## src/rtl/u3v_leader_trailer_gen.sv

```systemverilog
// u3v_leader_trailer_gen: builds U3V leader/trailer packets around each frame and streams them as words.
// Optional build macro TRAILER_TIMESTAMP_EN appends the fall timestamp to the trailer (8 words instead of 6).
module u3v_leader_trailer_gen #(
    parameter int LONG_REG_WD  = 64,
    parameter int SHORT_REG_WD = 32
) (
    input  logic                    clk,
    input  logic                    reset,
    input  logic                    i_fval,
    input  logic [LONG_REG_WD-1:0]  iv_timestamp,
    input  logic [SHORT_REG_WD-1:0] iv_pixel_format,
    input  logic [SHORT_REG_WD-1:0] iv_size_x,
    input  logic [SHORT_REG_WD-1:0] iv_size_y,
    output logic [SHORT_REG_WD-1:0] ov_data,
    output logic                    o_valid,
    input  logic                    i_ready,
    output logic                    o_sop,
    output logic                    o_eop,
    output logic                    o_err
);
    localparam logic [1:0] IDLE    = 2'd0;
    localparam logic [1:0] LEADER  = 2'd1;
    localparam logic [1:0] TRAILER = 2'd2;
`ifdef TRAILER_TIMESTAMP_EN
    localparam int TRL_LEN = 8;
    localparam logic [31:0] TRL_HDR = 32'h0020_0000;
`else
    localparam int TRL_LEN = 6;
    localparam logic [31:0] TRL_HDR = 32'h0018_0000;
`endif

    logic [2:0]              fval_sr;
    logic [1:0]              state;
    logic [3:0]              idx;
    logic [LONG_REG_WD-1:0]  block_id, ts_lead;
`ifdef TRAILER_TIMESTAMP_EN
    logic [LONG_REG_WD-1:0]  ts_trail;
`endif
    logic [SHORT_REG_WD-1:0] pixel_format, size_x, size_y, fval_cnt, fval_len, cnt_next;
    logic lead_pend, trail_pend, frame_open;
    logic rise, fall, rise_ok, fall_ok, accept, lead_last, trail_last;

    assign rise       = fval_sr[2:1] == 2'b01;
    assign fall       = fval_sr[2:1] == 2'b10;
    assign rise_ok    = rise && !lead_pend;
    assign fall_ok    = fall && frame_open;
    assign accept     = o_valid && i_ready;
    assign lead_last  = state == LEADER && idx == 4'd9;
    assign trail_last = state == TRAILER && idx == 4'(TRL_LEN - 1);
    assign cnt_next   = &fval_cnt ? fval_cnt : fval_cnt + 1'b1;

    // Synchronise fval and keep history for edge detection
    always_ff @(posedge clk or posedge reset)
        if (reset) fval_sr <= '0;
        else       fval_sr <= {fval_sr[1:0], i_fval};

    // Capture frame attributes on edges; a rise while the previous leader is still unsent drops the frame
    always_ff @(posedge clk or posedge reset)
        if (reset) begin
            ts_lead      <= '0;
            pixel_format <= '0;
            size_x       <= '0;
            size_y       <= '0;
            fval_cnt     <= '0;
            fval_len     <= '0;
            frame_open   <= 1'b0;
            o_err        <= 1'b0;
`ifdef TRAILER_TIMESTAMP_EN
            ts_trail     <= '0;
`endif
        end else begin
            o_err    <= rise && lead_pend;
            fval_cnt <= rise ? '0 : cnt_next;
            if (rise_ok) begin
                ts_lead      <= iv_timestamp;
                pixel_format <= iv_pixel_format;
                size_x       <= iv_size_x;
                size_y       <= iv_size_y;
                frame_open   <= 1'b1;
            end else if (fall_ok) begin
                fval_len   <= cnt_next;
                frame_open <= 1'b0;
`ifdef TRAILER_TIMESTAMP_EN
                ts_trail   <= iv_timestamp;
`endif
            end
        end

    // Pending flags: set on capture, cleared when the packet's first word is taken
    always_ff @(posedge clk or posedge reset)
        if (reset) begin
            lead_pend  <= 1'b0;
            trail_pend <= 1'b0;
        end else begin
            lead_pend  <= rise_ok || (lead_pend && !(accept && state == LEADER && idx == 4'd0));
            trail_pend <= fall_ok || (trail_pend && !(accept && state == TRAILER && idx == 4'd0));
        end

    // Packet sequencer: word index, state transitions and block ID advance
    always_ff @(posedge clk or posedge reset)
        if (reset) begin
            state    <= IDLE;
            idx      <= '0;
            block_id <= '0;
        end else begin
            if (accept && (lead_last || trail_last)) begin
                idx   <= '0;
                state <= lead_last ? (trail_pend ? TRAILER : IDLE) : (lead_pend ? LEADER : IDLE);
            end else if (accept)
                idx <= idx + 4'd1;
            else if (state == IDLE)
                state <= trail_pend ? TRAILER : (lead_pend ? LEADER : IDLE);
            if (accept && trail_last) block_id <= block_id + 1'b1;
        end

    // Word mux: data follows state/index so it holds while stalled
    always_comb begin
        o_valid = state != IDLE;
        o_sop   = o_valid && idx == 4'd0;
        o_eop   = lead_last || trail_last;
        ov_data = '0;
        if (state == LEADER)
            case (idx)
                4'd0:    ov_data = SHORT_REG_WD'(32'h4C56_3355);
                4'd1:    ov_data = SHORT_REG_WD'(32'h0028_0000);
                4'd2:    ov_data = block_id[SHORT_REG_WD-1:0];
                4'd3:    ov_data = block_id[LONG_REG_WD-1 -: SHORT_REG_WD];
                4'd4:    ov_data = SHORT_REG_WD'(32'h0001_0000);
                4'd5:    ov_data = ts_lead[SHORT_REG_WD-1:0];
                4'd6:    ov_data = ts_lead[LONG_REG_WD-1 -: SHORT_REG_WD];
                4'd7:    ov_data = pixel_format;
                4'd8:    ov_data = size_x;
                4'd9:    ov_data = size_y;
                default: ov_data = '0;
            endcase
        else if (state == TRAILER)
            case (idx)
                4'd0:    ov_data = SHORT_REG_WD'(32'h5456_3355);
                4'd1:    ov_data = SHORT_REG_WD'(TRL_HDR);
                4'd2:    ov_data = block_id[SHORT_REG_WD-1:0];
                4'd3:    ov_data = block_id[LONG_REG_WD-1 -: SHORT_REG_WD];
                4'd5:    ov_data = fval_len;
`ifdef TRAILER_TIMESTAMP_EN
                4'd6:    ov_data = ts_trail[SHORT_REG_WD-1:0];
                4'd7:    ov_data = ts_trail[LONG_REG_WD-1 -: SHORT_REG_WD];
`endif
                default: ov_data = '0;
            endcase
    end
endmodule
```

## config.mk

```make
export PLATFORM = sky130hd
export DESIGN_NAME = u3v_leader_trailer_gen
export DESIGN_NICKNAME = d
export VERILOG_FILES = /design/src/rtl/u3v_leader_trailer_gen.sv
export SDC_FILE = /design/constraint.sdc
export NUM_CORES = 1
export LEC_CHECK = 0
export BUFFER_PORTS_ARGS = -buffer_cell sky130_fd_sc_hd__buf_2
export CORE_MARGIN = 10
export CORE_UTILIZATION = 30
export CTS_BUF_LIST = sky130_fd_sc_hd__clkbuf_8
export DETAILED_ROUTE_END_ITERATION = 10
export PLACE_DENSITY = 0.47
export SYNTH_ARGS = -nofsm -noshare
export SYNTH_HDL_FRONTEND = slang
export SYNTH_SLANG_ARGS = --single-unit
```

## constraint.sdc

```tcl
create_clock -name clk -period 12.3 [get_ports clk]
set_input_delay 0.615 -clock clk [delete_from_list [all_inputs] [get_ports clk]]
set_output_delay 0.615 -clock clk [all_outputs]
set_load 0.1 [all_outputs]
```

==> qor.txt, run 1 <==
Die Footprint = 0.0572 sq mm
fraction of layout instances using a drive strength above 1 = 0.322
Reg clk slew, reported paths = 0.06 ns
net switching power of the design = 0.990 mW
power share of the sequential group = 0.485
Non-Filler Cell Area, Final = 0.0171 sq mm
power per cell area = 185 mW/mm^2
post-layout min period = 4.70 ns
total vias in the final route = 11,155
first-pass GRT wire length = 73,000 um
CTS tree = yes
sequential share of the synthesized area = 0.523
top routing layer in use = met4
Worst Path Arrival = 4.08 ns
first-iteration detailed-routing DRC count = 863
detailed-routed wire length on met3 = 2990 um
post-CTS setup buffer count = 0
number of DRC violations after detailed routing = 0
maximum VDD drop = 0.0913 mV
iteration count of the initial detailed-routing pass = 6
area grow syn2layout = 18.3%
LEAKAGE = 7.54 nW
via count of the first global-routing pass = 11,405
part of the power in combinational logic = 0.211
Layout Nets = 1,615
cell breakdown of the critical path = inv_1 -> ha_1 -> and3b_2 -> buf_4 -> a222oi_1 -> and3_1 -> o22ai_1 -> buf_2
number of warning messages in the yosys log = 0
critical path class = reg2out
synthesized instance count = 1,262
final worst setup slack = 7.60 ns
critical path launch point = idx[1]
total chip power = 3.16 mW
area of the mapped netlist = 0.0144 sq mm
buffer and inverter count on the worst path = 3
hold wc startpoint = i_fval
CTS Buf Count = 52
number of gates resized after CTS = 0
slew margin rel. = 0.229
library cell used as clock root buffer = clkbuf_8
HP Class = in2reg
count of final setup violators = 0
startpoint of the worst-slack reg-to-reg timing path = idx[1]
delay contributed by the slowest stage of the critical path = 0.59 ns
max-slew violation total from the final report = 0
unrepaired setup endpoints after global routing = no
endpoint type of the worst setup path = primary output
post-synth cell types = 59
maximum fanout encountered on the critical timing path = 54
final estimated routing congestion in global placement = 0.831
final cycle utilization of the critical path = 0.382
Synth Area per Inst = 11.4 sq um
count of buffers from port buffering = 199
Max Cap Viol = 0
overall routing resource usage = 0.166
Placement Rows = 80
hold buffers post-CTS = 0
antenna fix cells = 0
clock network power share = 0.304
switching portion of total power = 0.313
TNS Setup = 0 ns
DP HPWL = 35,400 um
number of top-level pins = 200
post-detailed-route via-to-cell ratio = 5.32
total overflow reported by the global router = 0
area post-placement = 0.0160 sq mm
status = complete, no violations
largest net degree at the start of global routing = 164
synthesis-stage register bit count = 301
number of levels the H-tree was split into = 2
skew final = 0.0158 ns
die outline width = 239 um
chip height = 239 um
sink count of the clock tree = 301
number of enable flip-flop cells after synthesis = 0
Core Footprint = 0.0476 sq mm
Max Buffers Root-to-Sink = 3
cell type of the slowest stage on the worst timing path = buf_4
Detailed Route WL = 48,400 um
worst slack at placement = 8.32 ns
achievable clock frequency = 213 MHz
initial antenna violation count = 0
CP top delay family = buffers and inverters
DR WL/cell = 23.1 um
total internal power = 2.17 mW
Detail Route met2 WL = 22,200 um
antenna-violating nets left = 0
latest clock arrival within the worst-skew pair = 0.61 ns
type of element launching the critical path = flip-flop
effective utilization at floorplan = 0.302
Data required, critical path = 11.69 ns
fraction of registers with async set or reset after synthesis = 1.00
final number of hold-violating endpoints = 0
Most used DFF post-synth = dfrtp_1
routed length on met1 = 21,300 um
nets in the synthesized netlist = 1,433
transition time of the tightest slew-check pin = 1.16 ns
==> cell usage after synthesis (19+ instances only) <==
| cell type | count | area [sq um] |
|---|---|---|
| xnor2_1 | 50 | 438 |
| dfrtp_1 | 301 | 7530 |
| nand2_1 | 94 | 353 |
| o22ai_1 | 34 | 213 |
| o21ai_0 | 40 | 200 |
| buf_2 | 29 | 145 |
| nor3_1 | 20 | 100 |
| inv_1 | 20 | 75.1 |
| mux2_2 | 160 | 1800 |
| a22oi_1 | 34 | 255 |
| and3_1 | 26 | 163 |
| nand4_1 | 24 | 150 |
| nand3_1 | 35 | 175 |
| a222oi_1 | 23 | 230 |
| xor2_1 | 39 | 342 |
| a221oi_1 | 19 | 166 |
| clkbuf_1 | 52 | 195 |
| nor2_1 | 63 | 236 |
==> layer usage <==
layer / track usage / vias to the layer above
li1: - / 5047
met1: 0.219 / 5642
met2: 0.259 / 365
met3: 0.0363 / 101
met4: 0.0693 / 0
met5: 0 / -
==> final cells by class <==
type                    instances  area, sq um
clock buffers                  67          922
well taps                     615          769
clock inverters                26          178
repair buffers                214         1120
flip-flops and latches        301         7530
inverters                      20         82.6
fillers                      4814        30600
multi-input cells             855         6450
==> worst reg2reg max path, delay by kind of cell, from the launching register on <==
kind	cells	cell delay, ns
xor gates and xnor gates	1	0.19
buffers and inverters	2	0.72
adders and majority gates	1	0.39
DFF	1	0.43
and+or+nand+nor	4	1.98
==> cell usage in the layout (no fill, tap or decap), types with 7 or more instances in the layout <==
cell type / n
a22oi_1: 34
and2_1: 7
nor3_1: 19
a22o_1: 12
nand2_1: 94
a21oi_1: 18
nand3_1: 35
o21ai_0: 40
nand4_1: 24
and4_1: 12
a221o_1: 9
o22ai_1: 34
a31oi_1: 8
a221oi_1: 19
nand2b_1: 7
ha_1: 7
a222oi_1: 23
nor4_1: 13
buf_4: 14
xor2_1: 39
mux2_2: 160
inv_1: 33
a211o_1: 8
a21boi_0: 18
buf_2: 199
xnor2_1: 50
a2111oi_0: 9
dfrtp_1: 301
clkbuf_8: 67
nor2_1: 62
and3_1: 26
and3b_1: 7
==> state kept, by name, indices dropped and copies added (netlist names), 2 cells and up <==
signal,count
fval_sr,3
ts_lead,64
fval_cnt,32
size_y,32
size_x,32
state,2
idx,4
fval_len,32
block_id,64
pixel_format,32
==> cells by family (layout without fill, tap and decap cells) <==
| family | Yosys count | in the layout | share of synthesized area |
|---|---|---|---|
| adders and majority gates | 7 | 7 | 0.00608 |
| and+or+nand+nor | 342 | 342 | 0.128 |
| buffers and inverters | 106 | 327 | 0.0323 |
| AOI/OAI and AO/OA | 251 | 251 | 0.128 |
| DFF | 301 | 301 | 0.523 |
| xor gates and xnor gates | 89 | 89 | 0.0541 |
| muxes | 166 | 166 | 0.129 |
==> final timing paths <==
check / endpoint / slack, ns / cells past startpoint
worst max register to register: block_id[58] / 8.51 / 8
max in group asynchronous: size_y[7] / 10.59 / 3
worst min-delay path: fval_sr[0] / 0.11 / 1
worst min register to register: fval_sr[1] / 0.36 / 0
min in group asynchronous: ts_lead[20] / 0.15 / 2
worst max-delay path: ov_data[31] / 7.60 / 8
==> per-stage QoR <==
stage	hold slack, ns	instances	utilization
6_report	0.112	2098	0.358
5_1_grt	0.0904	2098	0.358
4_1_cts	0.0734	2098	0.358
3_5_place_dp	0.335	2005	0.335
3_3_place_gp	0.337	2005	0.335
2_1_floorplan	0.331	1262	-
==> power by group through the flow <==
stage	Combinational, mW	Sequential (mW)	Clock, mW
2_1_floorplan	0.520	1.41	0
3_3_place_gp	0.658	1.55	0
3_5_place_dp	0.669	1.55	0
4_1_cts	0.673	1.54	0.989
5_1_grt	0.731	1.56	1.04
6_report	0.666	1.53	0.961
(Power assumes the default switching activity.)
==> inputs of run 2 (changes only) <==
Clock period 12.3 ns to 4.92 ns, I/O delays scaled along.
==> qor.txt, run 2 (synthesis gave the netlist of run 1 again) <==
area post-placement = 0.0160 sq mm (about the same)
skew final = 0.0276 ns (was 0.0158 ns)
clock network power share = 0.284 (was 0.304)
count of buffers from port buffering = 199 (unchanged)
unrepaired setup endpoints after global routing = no (unchanged)
part of the power in combinational logic = 0.232 (was 0.211)
LEAKAGE = 8.22 nW (was 7.54 nW)
number of top-level pins = 200 (unchanged)
initial antenna violation count = 1 (was 0)
Non-Filler Cell Area, Final = 0.0186 sq mm (was 0.0171 sq mm)
max-slew violation total from the final report = 0 (unchanged)
most common cell after layout, fill and taps aside = dfrtp_1 (unchanged)
post-detailed-route via-to-cell ratio = 5.07 (was 5.32)
net switching power of the design = 2.42 mW (was 0.990 mW)
number of levels the H-tree was split into = 2 (unchanged)
maximum VDD drop = 0.251 mV (was 0.0913 mV)
antenna-violating nets left = 0 (unchanged)
maximum fanout encountered on the critical timing path = 47 (was 54)
chip height = 239 um (unchanged)
Detailed Route WL = 49,300 um (was 48,400 um)
status = complete, no violations (unchanged)
Max Cap Viol = 0 (unchanged)
switching portion of total power = 0.311 (was 0.313)
Max Buffers Root-to-Sink = 3 (unchanged)
cell breakdown of the critical path = inv_1 -> ha_1 -> and3b_2 -> buf_4 -> a222oi_1 -> and3_1 -> o22ai_1 -> buf_2 (unchanged)
power per cell area = 417 mW/mm^2 (was 185 mW/mm^2)
type of element launching the critical path = flip-flop (unchanged)
effective utilization at floorplan = 0.302 (unchanged)
cell type of the slowest stage on the worst timing path = and3b_2 (was buf_4)
first-iteration detailed-routing DRC count = 939 (was 863)
Layout Nets = 1,782 (was 1,615)
HP Class = in2async (was in2reg)
library cell used as clock root buffer = clkbuf_8 (unchanged)
slew margin rel. = 0.225 (was 0.229)
critical path class = reg2out (unchanged)
Reg clk slew, reported paths = 0.06 ns (about the same)
post-layout min period = 3.95 ns
DP HPWL = 34,600 um (was 35,400 um)
CTS Buf Count = 52 (unchanged)
final cycle utilization of the critical path = 0.802
overall routing resource usage = 0.171 (was 0.166)
die outline width = 239 um (unchanged)
final number of hold-violating endpoints = 0 (unchanged)
leading registers by flop count = block_id (64), ts_lead (64) (unchanged)
CTS tree = yes (unchanged)
total internal power = 5.35 mW (was 2.17 mW)
Core Footprint = 0.0476 sq mm (unchanged)
endpoint type of the worst setup path = primary output (unchanged)
Die Footprint = 0.0572 sq mm (unchanged)
sink count of the clock tree = 301 (unchanged)
achievable clock frequency = 253 MHz
number of DRC violations after detailed routing = 0 (unchanged)
Placement Rows = 80 (unchanged)
iteration count of the initial detailed-routing pass = 5 (was 6)
count of final setup violators = 0 (unchanged)
total vias in the final route = 11,485 (was 11,155)
Data required, critical path = 4.67 ns (was 11.69 ns)
commonest non-fill, non-tap cells in the layout = dfrtp_1 (301), buf_2 (199), dlygate4sd3_1 (163), mux2_2 (160), nand2_1 (94) (was dfrtp_1 (301), buf_2 (199), mux2_2 (160), nand2_1 (94), clkbuf_8 (67))
TNS Setup = 0 ns (unchanged)
FILL cells = 4,632 (was 4,814)
latest clock arrival within the worst-skew pair = 0.62 ns (was 0.61 ns)
number of gates resized after CTS = 0 (unchanged)
transition time of the tightest slew-check pin = 1.16 ns (about the same)
power share of the sequential group = 0.484 (was 0.485)
fraction of layout instances using a drive strength above 1 = 0.286 (was 0.322)
delay contributed by the slowest stage of the critical path = 0.51 ns (was 0.59 ns)
DR WL/cell = 21.8 um (was 23.1 um)
largest net degree at the start of global routing = 164 (unchanged)
Worst Path Arrival = 3.70 ns (was 4.08 ns)
via count of the first global-routing pass = 12,330 (was 11,405)
area grow syn2layout = 29.3% (was 18.3%)
total overflow reported by the global router = 0 (unchanged)
final estimated routing congestion in global placement = 0.827 (was 0.831)
first-pass GRT wire length = 75,800 um (was 73,000 um)
==> run 2: cell type report <==
| class | instances | area [sq um] | area share |
|---|---|---|---|
| sequential | 301 | 7530 | 0.404 |
| tap | 615 | 769 | 0.0413 |
| clock inverter | 29 | 129 | 0.00692 |
| inverter | 20 | 78.8 | 0.00423 |
| antenna | 1 | 2.50 | 0.000134 |
| timing repair buffer | 381 | 2810 | 0.151 |
| clock buffer | 63 | 867 | 0.0465 |
| multi-input combinational | 855 | 6440 | 0.346 |
==> run 2: worst paths after layout <==
kind / endpoint / cells past startpoint / slack, ns / startpoint
max: ov_data[3] / 8 / 0.97 / idx[1]
min: size_x[18] / 3 / 0.16 / reset
max reg2reg: block_id[61] / 7 / 1.80 / idx[1]
min reg2reg: fval_sr[1] / 0 / 0.36 / fval_sr[0]
max in group asynchronous: ts_lead[42] / 4 / 3.52 / reset
min in group clk: fval_sr[0] / 2 / 0.29 / i_fval
==> run 2: critical path, delay by kind of cell (launching register included) <==
kind | cells | cell delay, ns
adders and majority gates | 1 | 0.38
DFF | 1 | 0.43
buffers and inverters | 3 | 1.11
and+or+nand+nor | 2 | 0.74
AOI/OAI and AO/OA | 2 | 0.40
==> run 2: metrics by stage <==
stage | hold slack (ns) | instances | setup slack (ns) | util | power, mW
6_report | 0.161 | 2265 | 0.974 | 0.391 | 7.77
4_1_cts | 0.121 | 2264 | 0.958 | 0.391 | 7.86
3_3_place_gp | 0.241 | 2009 | 1.71 | 0.336 | 5.47
3_5_place_dp | 0.237 | 2009 | 1.64 | 0.336 | 5.50
5_1_grt | 0.145 | 2265 | 0.759 | 0.391 | 8.21
2_1_floorplan | 0.277 | 1262 | 0.673 | - | 4.83
==> run 2: power groups by stage <==
stage / sequential, mW / clock (mW) / combinational, mW
after detailed placement: 3.80 / 0 / 1.71
final: 3.76 / 2.21 / 1.80
after global routing: 3.84 / 2.40 / 1.97
after global placement: 3.79 / 0 / 1.68
after floorplan: 3.53 / 0 / 1.30
after CTS: 3.76 / 2.29 / 1.82
==> run 2: per-layer routing <==
layer | vias up | track usage | wire (um)
met5 | - | 0 | 0
met3 | 83 | 0.0391 | 2870
met1 | 5744 | 0.220 | 21700
met2 | 291 | 0.280 | 23400
li1 | 5367 | - | -
met4 | 0 | 0.0556 | 1390
==> run 2: repair_timing <==
action,in CTS,in global routing
endpoints found under the hold margin,172,0
hold buffers,163,0
setup buffers,0,0
